[config.mk]
export PLATFORM = sky130hd
export DESIGN_NAME = bf_program_loader
export DESIGN_NICKNAME = d
export VERILOG_FILES = /design/src/rtl/bf_pkg.sv /design/src/rtl/bf_loader_uart_rx.sv /design/src/rtl/bf_program_loader.sv
export SDC_FILE = /design/constraint.sdc
export NUM_CORES = 1
export LEC_CHECK = 0
export CORE_AREA = 10 10 90 60
export DETAILED_ROUTE_END_ITERATION = 7
export DIE_AREA = 0 0 100 70
export PLACE_DENSITY = 0.86
export REMOVE_ABC_BUFFERS = 1
export SLEW_MARGIN = 20
export SYNTH_ARGS = -nofsm -noshare
export SYNTH_HDL_FRONTEND = slang
export SYNTH_SLANG_ARGS = --single-unit
[constraint.sdc]
create_clock -name sysClk -period 4 [get_ports sysClk]
set_input_delay 0.4 -clock sysClk [delete_from_list [all_inputs] [get_ports sysClk]]
set_output_delay 0.4 -clock sysClk [all_outputs]
set_load 0.005 [all_outputs]
[src/rtl/bf_pkg.sv]
// Shared brainfuck definitions: opcode encoding, ASCII decoder and loader FSM state types.
package bf_pkg;

  localparam logic [2:0] OP_INC   = 3'd0;
  localparam logic [2:0] OP_DEC   = 3'd1;
  localparam logic [2:0] OP_RIGHT = 3'd2;
  localparam logic [2:0] OP_LEFT  = 3'd3;
  localparam logic [2:0] OP_LOOP  = 3'd4;
  localparam logic [2:0] OP_END   = 3'd5;
  localparam logic [2:0] OP_OUT   = 3'd6;
  localparam logic [2:0] OP_IN    = 3'd7;

  typedef struct packed {
    logic       valid;
    logic [2:0] op;
  } bfDecode_t;

  typedef enum logic [1:0] {RX_IDLE, RX_START, RX_DATA, RX_STOP} rxState_t;
  typedef enum logic [1:0] {SESS_OFF, SESS_LOAD, SESS_FINISH} sessState_t;

  // Anything outside the eight command characters is a comment and decodes as not valid.
  function automatic bfDecode_t ascii_to_op(input logic [7:0] ch);
    bfDecode_t d;
    d.valid = 1'b1;
    d.op    = OP_INC;
    case (ch)
      8'h2B:   d.op = OP_INC;
      8'h2D:   d.op = OP_DEC;
      8'h3E:   d.op = OP_RIGHT;
      8'h3C:   d.op = OP_LEFT;
      8'h5B:   d.op = OP_LOOP;
      8'h5D:   d.op = OP_END;
      8'h2E:   d.op = OP_OUT;
      8'h2C:   d.op = OP_IN;
      default: d.valid = 1'b0;
    endcase
    return d;
  endfunction

endpackage

[src/rtl/bf_loader_uart_rx.sv]
// 8N1 UART receiver with 2-flop input synchroniser; held idle while enable is low.
module bf_loader_uart_rx
  import bf_pkg::*;
#(
  parameter int CLK_PER_BIT = 10
) (
  input  logic       sysClk,
  input  logic       reset,
  input  logic       enable,
  input  logic       rx,
  output logic [7:0] data,
  output logic       valid,
  output logic       frame_err_pulse,
  output logic       busy
);

  localparam int CW = $clog2(CLK_PER_BIT) + 1;
  localparam logic [CW-1:0] HALF_CNT = CW'(CLK_PER_BIT / 2 - 1);
  localparam logic [CW-1:0] FULL_CNT = CW'(CLK_PER_BIT - 1);

  logic          rxMeta, rxSync, rxPrev;
  rxState_t      state, stateNext;
  logic [CW-1:0] cnt, cntNext;
  logic [2:0]    bitIdx, bitIdxNext;
  logic [7:0]    shiftReg, shiftNext;
  logic          validNext, ferrNext;

  always_ff @(posedge sysClk) begin
    if (reset) begin
      rxMeta          <= 1'b1;
      rxSync          <= 1'b1;
      rxPrev          <= 1'b1;
      state           <= RX_IDLE;
      cnt             <= '0;
      bitIdx          <= '0;
      valid           <= 1'b0;
      frame_err_pulse <= 1'b0;
    end else begin
      rxMeta          <= rx;
      rxSync          <= rxMeta;
      rxPrev          <= rxSync;
      state           <= stateNext;
      cnt             <= cntNext;
      bitIdx          <= bitIdxNext;
      valid           <= validNext;
      frame_err_pulse <= ferrNext;
    end
  end

  always_ff @(posedge sysClk) begin
    shiftReg <= shiftNext;
  end

  // Sample points land mid-bit: half a bit after the start edge, then every full bit.
  always_comb begin
    stateNext  = state;
    cntNext    = cnt + CW'(1);
    bitIdxNext = bitIdx;
    shiftNext  = shiftReg;
    validNext  = 1'b0;
    ferrNext   = 1'b0;
    case (state)
      RX_IDLE: begin
        cntNext = '0;
        if (rxPrev && !rxSync) stateNext = RX_START;
      end
      RX_START: begin
        if (cnt == HALF_CNT) begin
          cntNext    = '0;
          bitIdxNext = '0;
          stateNext  = rxSync ? RX_IDLE : RX_DATA;
        end
      end
      RX_DATA: begin
        if (cnt == FULL_CNT) begin
          cntNext    = '0;
          shiftNext  = {rxSync, shiftReg[7:1]};
          bitIdxNext = bitIdx + 3'd1;
          if (bitIdx == 3'd7) stateNext = RX_STOP;
        end
      end
      RX_STOP: begin
        if (cnt == FULL_CNT) begin
          cntNext   = '0;
          stateNext = RX_IDLE;
          validNext = rxSync;
          ferrNext  = !rxSync;
        end
      end
      default: stateNext = RX_IDLE;
    endcase
    if (!enable) begin
      stateNext = RX_IDLE;
      cntNext   = '0;
      validNext = 1'b0;
      ferrNext  = 1'b0;
    end
  end

  assign data = shiftReg;
  assign busy = (state != RX_IDLE);

endmodule

[src/rtl/bf_program_loader.sv]
// UART program loader: filters and encodes brainfuck source into program memory with bracket checks.
// Optional LOADER_ECHO_EN retransmits each written instruction's ASCII byte on tx.
module bf_program_loader
  import bf_pkg::*;
#(
  parameter int ADDR_WIDTH  = 4,
  parameter int CLK_PER_BIT = 10,
  parameter int DEPTH_WIDTH = 4
) (
  input  logic                  sysClk,
  input  logic                  reset,
  input  logic                  loading,
  input  logic                  rx,
  output logic                  tx,
  output logic                  wr_en,
  output logic [ADDR_WIDTH-1:0] wr_addr,
  output logic [2:0]            wr_data,
  output logic [ADDR_WIDTH:0]   prog_len,
  output logic                  load_done,
  output logic                  busy,
  output logic                  frame_err,
  output logic                  overflow_err,
  output logic                  bracket_err
);

  localparam logic [ADDR_WIDTH:0]    MEM_SIZE  = {1'b1, {ADDR_WIDTH{1'b0}}};
  localparam logic [DEPTH_WIDTH-1:0] DEPTH_MAX = '1;

  sessState_t             sessState, sessNext;
  logic                   startSess, rxEnable;
  logic [7:0]             rxData;
  logic                   rxValid, rxFerr;
  logic [DEPTH_WIDTH-1:0] depth;
  bfDecode_t              dec;
  logic                   take, memFull, closeAtZero, wrGo;

  bf_loader_uart_rx #(.CLK_PER_BIT(CLK_PER_BIT)) uRx (
    .sysClk          (sysClk),
    .reset           (reset),
    .enable          (rxEnable),
    .rx              (rx),
    .data            (rxData),
    .valid           (rxValid),
    .frame_err_pulse (rxFerr),
    .busy            (busy)
  );

  always_comb begin
    sessNext  = sessState;
    startSess = 1'b0;
    case (sessState)
      SESS_OFF: begin
        if (loading) begin
          sessNext  = SESS_LOAD;
          startSess = 1'b1;
        end
      end
      SESS_LOAD:   if (!loading) sessNext = SESS_FINISH;
      SESS_FINISH: sessNext = SESS_OFF;
      default:     sessNext = SESS_OFF;
    endcase
  end

  // Dropping loading disables the receiver in the same cycle, so a partial frame never lands.
  assign rxEnable    = (sessState == SESS_LOAD) && loading;
  assign dec         = ascii_to_op(rxData);
  assign take        = rxValid && rxEnable && dec.valid;
  assign memFull     = (prog_len == MEM_SIZE);
  assign closeAtZero = (dec.op == OP_END) && (depth == '0);
  assign wrGo        = take && !memFull && !closeAtZero;

  always_ff @(posedge sysClk) begin
    if (reset) begin
      sessState    <= SESS_OFF;
      wr_en        <= 1'b0;
      wr_addr      <= '0;
      wr_data      <= '0;
      prog_len     <= '0;
      load_done    <= 1'b0;
      frame_err    <= 1'b0;
      overflow_err <= 1'b0;
      bracket_err  <= 1'b0;
      depth        <= '0;
    end else begin
      sessState <= sessNext;
      wr_en     <= 1'b0;
      load_done <= 1'b0;
      if (startSess) begin
        prog_len     <= '0;
        wr_addr      <= '0;
        depth        <= '0;
        frame_err    <= 1'b0;
        overflow_err <= 1'b0;
        bracket_err  <= 1'b0;
      end
      if (take && memFull) overflow_err <= 1'b1;
      if (take && !memFull && closeAtZero) bracket_err <= 1'b1;
      if (wrGo) begin
        wr_en    <= 1'b1;
        wr_addr  <= prog_len[ADDR_WIDTH-1:0];
        wr_data  <= dec.op;
        prog_len <= prog_len + (ADDR_WIDTH+1)'(1);
        // A '[' beyond max nesting is still stored but flagged; depth saturates.
        if (dec.op == OP_LOOP) begin
          if (depth == DEPTH_MAX) bracket_err <= 1'b1;
          else depth <= depth + DEPTH_WIDTH'(1);
        end else if (dec.op == OP_END) begin
          depth <= depth - DEPTH_WIDTH'(1);
        end
      end
      if (rxFerr && rxEnable) frame_err <= 1'b1;
      if (sessState == SESS_FINISH) begin
        load_done <= 1'b1;
        if (depth != '0) bracket_err <= 1'b1;
      end
    end
  end

`ifdef LOADER_ECHO_EN
  localparam int CW = $clog2(CLK_PER_BIT) + 1;
  localparam logic [CW-1:0] FULL_CNT = CW'(CLK_PER_BIT - 1);

  logic [7:0]    echoByte, holdByte;
  logic [9:0]    txShift;
  logic [CW-1:0] txCnt;
  logic [3:0]    txBit;
  logic          txBusy, holdFull, frameFree;

  assign frameFree = !txBusy || ((txCnt == FULL_CNT) && (txBit == 4'd9));

  always_ff @(posedge sysClk) begin
    if (reset) begin
      txBusy   <= 1'b0;
      holdFull <= 1'b0;
      txCnt    <= '0;
      txBit    <= '0;
    end else if (frameFree) begin
      txCnt <= '0;
      txBit <= '0;
      if (holdFull) begin
        txBusy   <= 1'b1;
        holdFull <= wr_en;
      end else begin
        txBusy <= wr_en;
      end
    end else begin
      if (txCnt == FULL_CNT) begin
        txCnt <= '0;
        txBit <= txBit + 4'd1;
      end else begin
        txCnt <= txCnt + CW'(1);
      end
      if (wr_en) holdFull <= 1'b1;
    end
  end

  // Holding register takes a new byte only when it is free after this edge's launch decision.
  always_ff @(posedge sysClk) begin
    if (wrGo) echoByte <= rxData;
    if (frameFree && holdFull) txShift <= {1'b1, holdByte, 1'b0};
    else if (frameFree && wr_en) txShift <= {1'b1, echoByte, 1'b0};
    else if (!frameFree && txCnt == FULL_CNT) txShift <= {1'b1, txShift[9:1]};
    if (wr_en && (frameFree ? holdFull : !holdFull)) holdByte <= echoByte;
  end

  assign tx = txBusy ? txShift[0] : 1'b1;
`else
  assign tx = 1'b1;
`endif

endmodule

* Yosys cells after proc, flatten, opt, wreduce, memory -nomap -nowiden
Cells that the tools add are included.
Storage, ports and cells: register bits 46, bits in latches 0, RAM bits 0, bits in read-only memories 0, input port bits 4, output and inout port bits 19, logic and storage cells 125, memories kept 0
Operators by class: $add $sub $neg 5, $mul 0, div/mod/pow operators 0, order comparisons 0, eq/ne operators 27, shift operators 0, mux-type cells 41, bitwise gates (word level) 3, reduce and logical (&&, ||, !) cells 30
Operators by type and width (count):
- equality test 8 x 6 -> 1 bit (second input constant) | 6
- 2-to-1 mux 4 bit | 7
- one-hot mux 3 bit (7 select lines) | 1
- 2-to-1 mux 5 bit | 4
- equality test 8 x 7 -> 1 bit (second input constant) | 2
- 2-to-1 mux 2 bit | 8
- 2-to-1 mux 1 bit | 15
- one-hot mux 5 bit (3 select lines) | 1
- adder 5 x 1 -> 5 bit (second input constant) | 2
- logical AND 1 bit | 10
- != test 2 x 1 -> 1 bit (second input constant) | 5
- nonzero test 2 bit | 5
- equality test 3 bit (second input constant) | 3
- one-hot mux 2 bit (4 select lines) | 1
- OR reduction 8 bit | 1
- equality test 2 bit (second input constant) | 3
- 2-to-1 mux 3 bit | 2
- one-hot mux 3 bit (2 select lines) | 1
- equality test 5 x 3 -> 1 bit (second input constant) | 1
- equality test 5 x 4 -> 1 bit (second input constant) | 1
- equality test 5 bit (second input constant) | 1
- AND reduction 5 bit | 1
- adder 4 x 1 -> 4 bit (second input constant) | 1
- equality test 2 x 1 -> 1 bit (second input constant) | 2
- other kinds (14) | 22

* Logic depth before layout (Yosys ltp)
Gate-level depths: netlist of run 1.
word-level depth 12, mapped depth 9, mapped depth without buffers 7

* Cells and area by module
A second synthesis of run 1 with hierarchy kept.
Unflattened totals: cells, all modules 234, area, all modules 2327.2 µm²
Modules (own cells, without submodules):
- bf_program_loader | times used 1, cells each 157, area an instance 1365.1 µm², seq. area each 460.4 µm²
- bf_loader_uart_rx | times used 1, cells each 77, area an instance 962.2 µm², seq. area each 540.5 µm²

* Least setup slack after synthesis of run 1
OpenSTA, ideal clock, no wires.
kind flip-flop to flip-flop, start point register uRx.shiftReg[4], in the netlist uRx.data[4], end point register depth[0], library setup time 0.070 ns, arrival 1.962 ns, data required time 3.930 ns, setup slack 1.968 ns, stages on the path, launching flop included 7, buffers on the path 1, period minus slack after synthesis 2.032 ns, cells stage by stage edfxtp_1 > nor3b_1 > o2111ai_2 > a2111o_1 > buf_6 > or3_1 > a21oi_1
Between the ends: longest elaborated chain between the ends 7, elaborated cells on any way between the ends 21, those cells by class 10 x eq/ne; 5 x mux; 6 x reduce/logical
RTL lines:
- from (decl) | line bf_loader_uart_rx.sv:25 | logic [7:0] shiftReg, shiftNext;
- from (signal assigned) | line bf_loader_uart_rx.sv:51 | shiftReg <= shiftNext;
- equality test 8 x 6 -> 1 bit or equality test 8 x 7 -> 1 bit (tied branches) | line bf_pkg.sv:26 | case (ch)
- one-hot mux 3 bit (7 select lines) or OR reduction 8 bit (tied branches)
- equality test 3 bit or 2-to-1 mux 1 bit (tied branches) | line bf_program_loader.sv:69, bf_program_loader.sv:107, bf_pkg.sv:26
- logical AND 1 bit, on equally long branches | line bf_program_loader.sv:69, bf_program_loader.sv:67
- zero test 1 bit or logical AND 1 bit (tied branches) | line bf_program_loader.sv:70 | assign wrGo = take && !memFull && !closeAtZero;
- logical AND 1 bit | line bf_program_loader.sv:70
- 2-to-1 mux 4 bit (*) | line bf_program_loader.sv:98 | if (wrGo) begin
- to (signal assigned) | line bf_program_loader.sv:106 | else depth <= depth + DEPTH_WIDTH'(1);
- to (signal assigned) | line bf_program_loader.sv:108 | depth <= depth - DEPTH_WIDTH'(1);
- to (decl) | line bf_program_loader.sv:33 | logic [DEPTH_WIDTH-1:0] depth;
Every way passes the cells marked *; elsewhere a longest branch is shown, timed or not. A chain may end at the register's enable or synchronous reset.

* Final worst setup path of run 1
start point register uRx.shiftReg[6], in the netlist uRx.data[6], end point register depth[0]
Same word-level chain as after synthesis.

==> results of run 1 <==
-- registers in the layout, summed over array words and instances (netlist names), 2 cells and up, named ones only --
register,flops
wr_data,3
uRx.cnt,5
uRx.data,8
depth,4
prog_len,5
sessState,2
uRx.bitIdx,3
wr_addr,4
-- cell usage in the layout (no fill, tap or decap), drive strengths merged, types with 4 or more instances in the layout --
cell type      count
inv                9
nor3               7
nand2             22
nand3b             4
edfxtp             8
clkbuf             7
a31oi              4
clkdlybuf4s50     21
dfxtp             38
or2                7
nor2              20
o21ai              4
ha                10
a21oi             20
nand3             20
nand2b             4
-- logic make-up after synthesis --
logic type / Yosys count / synth area share, %
buffers and inverters: 19 / 3.85
DFF: 46 / 45.3
AOI/OAI and AO/OA: 43 / 13.5
adders and majority gates: 10 / 5.67
muxes: 2 / 0.907
and+or+nand+nor: 112 / 28.3
xor gates and xnor gates: 5 / 2.32
other: 1 / 0.170
-- report_power, final --
group / total, mW / leakage (nW) / internal [mW] / switching [mW]
Sequential: 0.473 / 0.379 / 0.471 / 0.00160
Clock: 0.309 / 0.0489 / 0.143 / 0.166
Combinational: 0.0194 / 0.423 / 0.00711 / 0.0122
-- routing by layer --
layer	GRT usage (%)	vias up	routed length, um
li1	-	883	-
met4	6.56	0	91
met1	19.9	825	2410
met3	4.62	9	388
met5	0	-	0
met2	19.8	69	2000
-- final timing paths --
path / startpoint / to / cells after the start
worst min register to register: uRx.rxMeta$_SDFF_PP1_ / uRx.rxSync$_SDFF_PP1_ / 1
worst min-delay path: uRx.rxMeta$_SDFF_PP1_ / uRx.rxSync$_SDFF_PP1_ / 1
worst max-delay path: uRx.data[6]$_DFFE_PP_ / depth[0]$_SDFF_PP0_ / 5
worst max register to register: uRx.data[6]$_DFFE_PP_ / depth[0]$_SDFF_PP0_ / 5
-- area by class of cell --
| type | count | area share (%) |
|---|---|---|
| inverters | 8 | 1.18 |
| clock inverters | 1 | 0.345 |
| well taps | 50 | 2.47 |
| flip-flops and latches | 46 | 39.5 |
| clock buffers | 7 | 3.40 |
| repair buffers | 23 | 8.88 |
| multi-input cells | 173 | 44.3 |
-- worst max-delay path, delay by kind of cell, from the launching register on --
kind,cells,cell delay [ns]
AO/OA/AOI/OAI,3,1.15
AND/OR/NAND/NOR,2,0.82
flip-flops,1,0.49
==> run summary, run 1 <==
status -> finished clean
Max stage delay cell, worst path -> a2111o_1
number of design-rule violations left by the first detailed-router iteration -> 134
TritonCTS clock tree -> yes
IO Port Bufs -> 21
Ports -> 23
critical path's largest stage delay -> 0.75 ns
R2R setup slack -> 1.46 ns
critical path start-end classification -> reg -> reg
leakage -> 0.851 nW
non-filler cells in the finished layout -> 308
wire length of the first global-routing pass -> 8.36 mm
placed standard-cell area -> 0.00244 mm^2
footprint of the multi-input gates -> 0.00112 mm^2
total count of hold-check failures in the final report -> 0
post-route design area -> 0.00254 mm^2
arrival time at the worst endpoint -> 2.78 ns
chip width -> 100 um
detailed placement HPWL -> 3.53 mm
most common flop cell mapped by yosys -> dfxtp_1
Overall Global Routing Usage -> 14.5%
most frequently used cell type in the post-synthesis netlist -> dfxtp_1
number of vias per cell after detailed routing -> 5.80
number of buffers on the longest clock path -> 2
fin worst setup slack -> 1.46 ns
worst clock skew -> 0.00501 ns
number of buffers inserted to repair setup after CTS -> 0
cell accounting for the most synthesized area -> dfxtp_1
Total Nets Final -> 271
flop and latch count out of synthesis -> 46
maximum net fanout on the critical path -> 21
sequential fraction of the synthesis area -> 45.3%
Storage cell area -> 0.00100 mm^2
reported max-cap violation count -> 0
data required time of the critical path -> 4.24 ns
cell area after synthesis -> 0.00221 mm^2
DRC viols -> 0
Std-Cell Rows -> 18
unrepaired setup endpoints after global routing -> no
placed insts -> 300
cells resized by post-CTS repair -> 0
via count -> 1786
transition time at the pin with the least slew margin -> 0.902 ns
post-synthesis area per instance -> 9.28 um^2
maximum vdd drop -> 0.311 mV
number of CTS-inserted buffers -> 5
Remaining Overflow, GRT -> 0
chip height -> 70 um
instance count of the mapped netlist -> 238
end-of-flow core utilization -> 65.1%
worst hold path class -> reg -> reg
Total Die Area -> 0.00700 mm^2
core region area -> 0.00390 mm^2
Ys Warns -> 0
Startpoint Class -> register
number of antenna violations at the first check in global routing -> 0
critical-path cell list -> nor3b_1 -> o2111ai_2 -> a2111o_1 -> or3_1 -> a21oi_1
maximum number of pins on one net before global-route repair -> 22
async set-or-reset flop fraction in the synthesized netlist -> 0%
via count of the first global-routing pass -> 1709
post-layout min period -> 2.54 ns
endpoints failing setup -> 0
number of enable-type register cells in the synthesized netlist -> 8
fin crit share -> 63.5%
Initial Util -> 56.7%
Synth area leaders -> dfxtp_1 34%, edfxtp_1 11%, ha_1 5.7%, a21oi_1 4.5%, nand3_1 4.5%
wire length per cell after detailed routing -> 15.8 um
final WL -> 4.88 mm
post-synthesis cell type count -> 50
FILL cells -> 322
antenna diode instance count -> 0
share of layout cells above drive strength 1 -> 8.91%
number of clock sinks -> 46
master cell of the clock root buffer -> clkbuf_8
later-pin clock latency in the skew report -> 0.31 ns
top-area cell type share of the netlist area -> 34.4%
total chip power -> 0.801 mW
clock input transition at the sequential cells of the worst setup and hold paths -> 0.09 ns
worst setup slack after placement -> 1.51 ns
peak clock frequency supported by timing -> 394 MHz
Area growth, synth to finish -> 14.8%
placer congestion estimate -> 0.929
worst rel slew slack -> 39.9%
DRT antenna net count -> 0
number of buffers inserted by hold repair at cts -> 0
1st-pass router iterations -> 4
Post-synth top cells -> 38 x dfxtp_1, 22 x nand2_1, 20 x a21oi_1, 20 x nand3_1, 20 x nor2_1
power per cell area -> 316 mW/mm^2
worst-case hold slack -> 0.413 ns
count of H-tree levels built during CTS -> 2
total count of max-transition violations in the final report -> 0
category of the worst setup path capture point -> register
final-layout setup total negative slack -> 0 ns
(Power assumes the default switching activity.)
==> inputs of run 2 (changes only) <==
--- a/config.mk
+++ b/config.mk
@@ -5,10 +5,10 @@
 export SDC_FILE = /design/constraint.sdc
 export NUM_CORES = 1
 export LEC_CHECK = 0
-export CORE_AREA = 10 10 90 60
+export CORE_AREA = 10 10 97 65
 export DETAILED_ROUTE_END_ITERATION = 7
-export DIE_AREA = 0 0 100 70
-export PLACE_DENSITY = 0.86
+export DIE_AREA = 0 0 107 75
+export PLACE_DENSITY = 0.77
 export REMOVE_ABC_BUFFERS = 1
 export SLEW_MARGIN = 20
 export SYNTH_ARGS = -nofsm -noshare
==> constraint.sdc (replaced) <==
create_clock -name sysClk -period 2.1 [get_ports sysClk]
set_input_delay 0.21 -clock sysClk [delete_from_list [all_inputs] [get_ports sysClk]]
set_output_delay 0.21 -clock sysClk [all_outputs]
set_load 0.005 [all_outputs]
==> run 2 against run 1 <==
Effect of this change: core utilization is 0.68 points lower; die area is 15% higher; critical endpoint unchanged; highest routed layer unchanged; worst setup slack worse by 1.5 ns; largest cell class unchanged; the run now ends with negative setup slack left.
==> run summary, run 2 (synthesized netlist as in run 1, its figures left out) <==
number of CTS-inserted buffers -> 5
1st-pass router iterations -> 4
peak clock frequency supported by timing -> 464 MHz
number of buffers inserted by hold repair at cts -> 0
number of design-rule violations left by the first detailed-router iteration -> 157
maximum number of pins on one net before global-route repair -> 18
worst hold path class -> reg -> reg
critical register-to-register path endpoint -> depth[0]$_SDFF_PP0_
power per cell area -> 533 mW/mm^2
share of layout cells above drive strength 1 -> 22.7%
count of H-tree levels built during CTS -> 2
capturing element of the worst setup path -> depth[0]$_SDFF_PP0_
worst rel slew slack -> 65.1%
Overall Global Routing Usage -> 14.0%
Std-Cell Rows -> 19
footprint of the multi-input gates -> 0.00118 mm^2
reported max-cap violation count -> 0
wire length of the first global-routing pass -> 9.21 mm
detailed placement HPWL -> 3.90 mm
later-pin clock latency in the skew report -> 0.31 ns
via count of the first global-routing pass -> 1999
final WL -> 5.53 mm
flip-flop count of the largest register after layout -> 8
worst clock skew -> 0.00652 ns
critical path start-end classification -> reg -> reg
Remaining Overflow, GRT -> 0
unrepaired setup endpoints after global routing -> yes
Storage cell area -> 0.00100 mm^2
worst-case hold slack -> 0.428 ns
category of the worst setup path capture point -> register
total count of max-transition violations in the final report -> 0
wire length per cell after detailed routing -> 15.6 um
maximum vdd drop -> 0.459 mV
TritonCTS clock tree -> yes
post-route design area -> 0.00288 mm^2
number of antenna violations at the first check in global routing -> 0
Area growth, synth to finish -> 30.4%
Startpoint Class -> register
transition time at the pin with the least slew margin -> 0.517 ns
critical path's largest stage delay -> 0.60 ns
non-filler cells in the finished layout -> 354
master cell of the clock root buffer -> clkbuf_8
maximum net fanout on the critical path -> 8
Worst Hold Depth -> 1
placed insts -> 339
via count -> 1967
CP Depth -> 6
post-layout min period -> 2.16 ns
clock input transition at the sequential cells of the worst setup and hold paths -> 0.10 ns
fin crit share -> 103%
violated checks -> negative setup slack
startpoint of the most critical setup path -> uRx.data[6]$_DFFE_PP_
core region area -> 0.00447 mm^2
reg2reg start -> uRx.data[6]$_DFFE_PP_
Ports -> 23
most frequent cells in the layout -> 38 x dfxtp_1, 30 x buf_4, 22 x nand2_1, 21 x clkdlybuf4s50_1, 20 x nor2_1
FILL cells -> 370
endpoints failing setup -> 2
chip width -> 107 um
number of clock sinks -> 46
end-of-flow core utilization -> 64.4%
placed standard-cell area -> 0.00265 mm^2
chip height -> 75 um
antenna diode instance count -> 0
leakage -> 1.04 nW
Max stage delay cell, worst path -> a2111o_2
R2R setup slack -> -0.06 ns
Total Die Area -> 0.00803 mm^2
IO Port Bufs -> 21
total count of hold-check failures in the final report -> 0
arrival time at the worst endpoint -> 2.41 ns
family with the most delay on the worst path -> compound AO/OA/AOI/OAI gates
CP bufs+invs -> 1
status -> complete, but fails checks
number of buffers on the longest clock path -> 2
most frequent standard cell in the layout excluding fill and tap cells -> dfxtp_1
DRT antenna net count -> 0
final-layout setup total negative slack -> -0.0726 ns
fin worst setup slack -> -0.0569 ns
depth of the worst register-to-register path -> 6
Total Nets Final -> 304
critical-path cell list -> buf_6 -> nor3b_4 -> o2111ai_2 -> a2111o_2 -> or3_4 -> a21oi_2
placer congestion estimate -> 0.934
number of vias per cell after detailed routing -> 5.56
Initial Util -> 49.4%
data required time of the critical path -> 2.35 ns
DRC viols -> 0
==> run 2: cell types whose count changed in the layout (fill, tap and decap cells not counted), sizes merged <==
cell and change:
buf +33, clkbuf -2, clkinv +1, inv +1
==> run 2: power breakdown <==
| group | internal [mW] | switching (mW) |
|---|---|---|
| registers | 0.897 | 0.00328 |
| clock network | 0.249 | 0.343 |
| logic | 0.0165 | 0.0259 |
==> run 2: through the flow <==
stage | total power [mW] | setup slack, ns
2_1_floorplan | 0.935 | -0.0416
3_3_place_gp | 0.961 | -0.0129
3_5_place_dp | 0.962 | -0.0607
4_1_cts | 1.54 | 0.00291
5_1_grt | 1.58 | -0.125
6_report | 1.54 | -0.0569
==> run 2: worst min path at each step <==
stage                                startpoint                     to
after detailed placement  uRx.rxMeta$_SDFF_PP1_  uRx.rxSync$_SDFF_PP1_
after CTS                 uRx.rxMeta$_SDFF_PP1_  uRx.rxSync$_SDFF_PP1_
final                     uRx.rxMeta$_SDFF_PP1_  uRx.rxSync$_SDFF_PP1_
after floorplan                           reset    depth[0]$_SDFF_PP0_
after global routing      uRx.rxMeta$_SDFF_PP1_  uRx.rxSync$_SDFF_PP1_
after global placement    uRx.rxMeta$_SDFF_PP1_  uRx.rxSync$_SDFF_PP1_
==> run 2: worst reg2reg max path, cell delays in order, from the launching register on <==
cell and delay, ns:
edfxtp_1 0.44, buf_6 0.15, nor3b_4 0.21, o2111ai_2 0.17, a2111o_2 0.60, or3_4 0.41, a21oi_2 0.13
==> run 2: per-layer routing <==
layer	part of all wire (%)	vias to the layer above	track usage, %
met5	0	-	0
met4	0.83	0	4.04
met3	6.9	7	4.35
met2	44	58	22.2
met1	48	951	18.0
li1	-	951	-
==> run 2: what timing repair did <==
item	4_1_cts	5_1_grt
endpoints found under the setup margin	17	14
endpoints found under the hold margin	0	0
resized for setup	8	12
pin swaps	7	9
buffers inserted	5	3
==> run 2: final cells by class <==
| class | count | area share [%] |
|---|---|---|
| clock inverter | 3 | 1.00 |
| multi-input combinational | 173 | 41.0 |
| timing repair buffer | 56 | 17.1 |
| clock buffer | 5 | 2.39 |
| inverter | 8 | 1.04 |
| sequential | 46 | 34.8 |
| tap | 63 | 2.74 |
==> inputs of run 3 (changes only) <==
--- a/config.mk
+++ b/config.mk
@@ -14,3 +14,4 @@
 export SYNTH_ARGS = -nofsm -noshare
 export SYNTH_HDL_FRONTEND = slang
 export SYNTH_SLANG_ARGS = --single-unit
+export TNS_END_PERCENT = 30
==> run 3 against run 2 <==
Effect of this change: the flow still finishes with violations (negative setup slack); power grew 0.20%; first-iteration DRC count shrank 18%; fmax shrank 0.28%; routed wire length grew 0.51%; core utilization grew 0.11 points; final cell count grew 0.28%; clock power is essentially flat; register-to-register slack is essentially flat; sequential power is essentially flat; via count is the same; critical path type unchanged; critical endpoint unchanged; highest routed layer unchanged.
==> run summary, run 3 (synthesized netlist as in run 1, its figures left out) <==
number of buffers on the longest clock path -> 2
number of design-rule violations left by the first detailed-router iteration -> 128
family with the most delay on the worst path -> compound AO/OA/AOI/OAI gates
chip height -> 75 um
Max stage delay cell, worst path -> a2111o_2
placed standard-cell area -> 0.00265 mm^2
Area growth, synth to finish -> 30.6%
endpoints failing setup -> 3
R2R setup slack -> -0.06 ns
post-layout min period -> 2.16 ns
number of antenna violations at the first check in global routing -> 0
category of the worst setup path capture point -> register
CP bufs+invs -> 1
data required time of the critical path -> 2.35 ns
Total Nets Final -> 305
worst-case hold slack -> 0.427 ns
core region area -> 0.00447 mm^2
critical path's largest stage delay -> 0.59 ns
share of layout cells above drive strength 1 -> 23.3%
power per cell area -> 533 mW/mm^2
fin crit share -> 103%
clock input transition at the sequential cells of the worst setup and hold paths -> 0.10 ns
via count -> 1967
post-route design area -> 0.00288 mm^2
Ports -> 23
Overall Global Routing Usage -> 14.0%
master cell of the clock root buffer -> clkbuf_8
worst rel slew slack -> 65.4%
via count of the first global-routing pass -> 2001
maximum net fanout on the critical path -> 8
placer congestion estimate -> 0.934
critical register-to-register path endpoint -> depth[0]$_SDFF_PP0_
wire length per cell after detailed routing -> 15.7 um
IO Port Bufs -> 21
number of clock sinks -> 46
final WL -> 5.56 mm
detailed placement HPWL -> 3.90 mm
later-pin clock latency in the skew report -> 0.31 ns
number of CTS-inserted buffers -> 5
reported max-cap violation count -> 0
antenna diode instance count -> 0
start point of the worst hold path -> uRx.rxMeta$_SDFF_PP1_
worst hold path class -> reg -> reg
critical-path cell list -> buf_6 -> nor3b_4 -> o2111ai_2 -> a2111o_2 -> or3_4 -> a21oi_2
depth of the worst register-to-register path -> 6
wire length of the first global-routing pass -> 9.23 mm
worst clock skew -> 0.00497 ns
worst setup slack after placement -> -0.0607 ns
Initial Util -> 49.4%
maximum number of pins on one net before global-route repair -> 18
number of vias per cell after detailed routing -> 5.54
total count of max-transition violations in the final report -> 0
most frequent cells in the layout -> 38 x dfxtp_1, 32 x buf_4, 21 x nand2_1, 21 x clkdlybuf4s50_1
Remaining Overflow, GRT -> 0
fin worst setup slack -> -0.0630 ns
peak clock frequency supported by timing -> 462 MHz
number of buffers inserted by hold repair at cts -> 0
1st-pass router iterations -> 4
FILL cells -> 374
violated checks -> negative setup slack
chip width -> 107 um
status -> complete, but fails checks
Worst Hold Depth -> 1
flip-flop count of the largest register after layout -> 8
arrival time at the worst endpoint -> 2.41 ns
reg2reg start -> uRx.data[6]$_DFFE_PP_
end-of-flow core utilization -> 64.5%
Total Die Area -> 0.00803 mm^2
Hold Path End -> uRx.rxSync$_SDFF_PP1_
Startpoint Class -> register
leakage -> 1.04 nW
count of H-tree levels built during CTS -> 2
most frequent standard cell in the layout excluding fill and tap cells -> dfxtp_1
total count of hold-check failures in the final report -> 0
Std-Cell Rows -> 19
DRC viols -> 0
DRT antenna net count -> 0
transition time at the pin with the least slew margin -> 0.512 ns
TritonCTS clock tree -> yes
maximum vdd drop -> 0.456 mV
critical path start-end classification -> reg -> reg
unrepaired setup endpoints after global routing -> yes
[run 3: worst max path at each step]
stage | depth (start not counted) | from | end
floorplan | 5 | uRx.data[4]$_DFFE_PP_ | prog_len[3]$_SDFFE_PP0P_
global placement | 7 | uRx.data[6]$_DFFE_PP_ | prog_len[2]$_SDFFE_PP0P_
detailed placement | 6 | uRx.data[2]$_DFFE_PP_ | bracket_err$_SDFF_PP0_
CTS | 5 | uRx.data[6]$_DFFE_PP_ | depth[0]$_SDFF_PP0_
global route | 6 | uRx.data[6]$_DFFE_PP_ | depth[0]$_SDFF_PP0_
finish | 6 | uRx.data[6]$_DFFE_PP_ | depth[0]$_SDFF_PP0_
[run 3: stage by stage]
step | power, mW | setup TNS [ns] | instances
after floorplan | 0.935 | -0.102 | 227
after global placement | 0.961 | -0.0129 | 339
after detailed placement | 0.962 | -0.279 | 339
after CTS | 1.54 | -0.00626 | 352
after global routing | 1.58 | -0.980 | 355
final | 1.54 | -0.0748 | 355
[run 3: metal layers]
layer	part of all wire (%)	GRT usage, %	up-vias
met2	45	22.2	53
met4	0.76	4.04	0
li1	-	-	954
met5	0	0	-
met1	48	18.0	955
met3	6.2	4.35	5
[run 3: final cells by class]
class | count | area [um^2] | share of cell area (%)
Tap cell | 63 | 78.8 | 2.73
Sequential cell | 46 | 1000 | 34.7
Multi-Input combinational cell | 173 | 1180 | 41.0
Clock inverter | 3 | 28.8 | 0.998
Clock buffer | 5 | 68.8 | 2.39
Timing Repair Buffer | 57 | 495 | 17.2
Inverter | 8 | 30.0 | 1.04
[run 3: repair_timing]
item                                    4_1_cts  5_1_grt
pin swaps                                     6       10
resized for setup                             7       13
endpoints found under the setup margin       17       16
setup buffers                                 5        3
[run 3: where the power goes]
part | internal [mW] | switching (mW) | leakage (nW) | total, mW
clock network | 0.249 | 0.346 | 0.0506 | 0.596
logic | 0.0165 | 0.0259 | 0.611 | 0.0424
registers | 0.897 | 0.00324 | 0.379 | 0.900
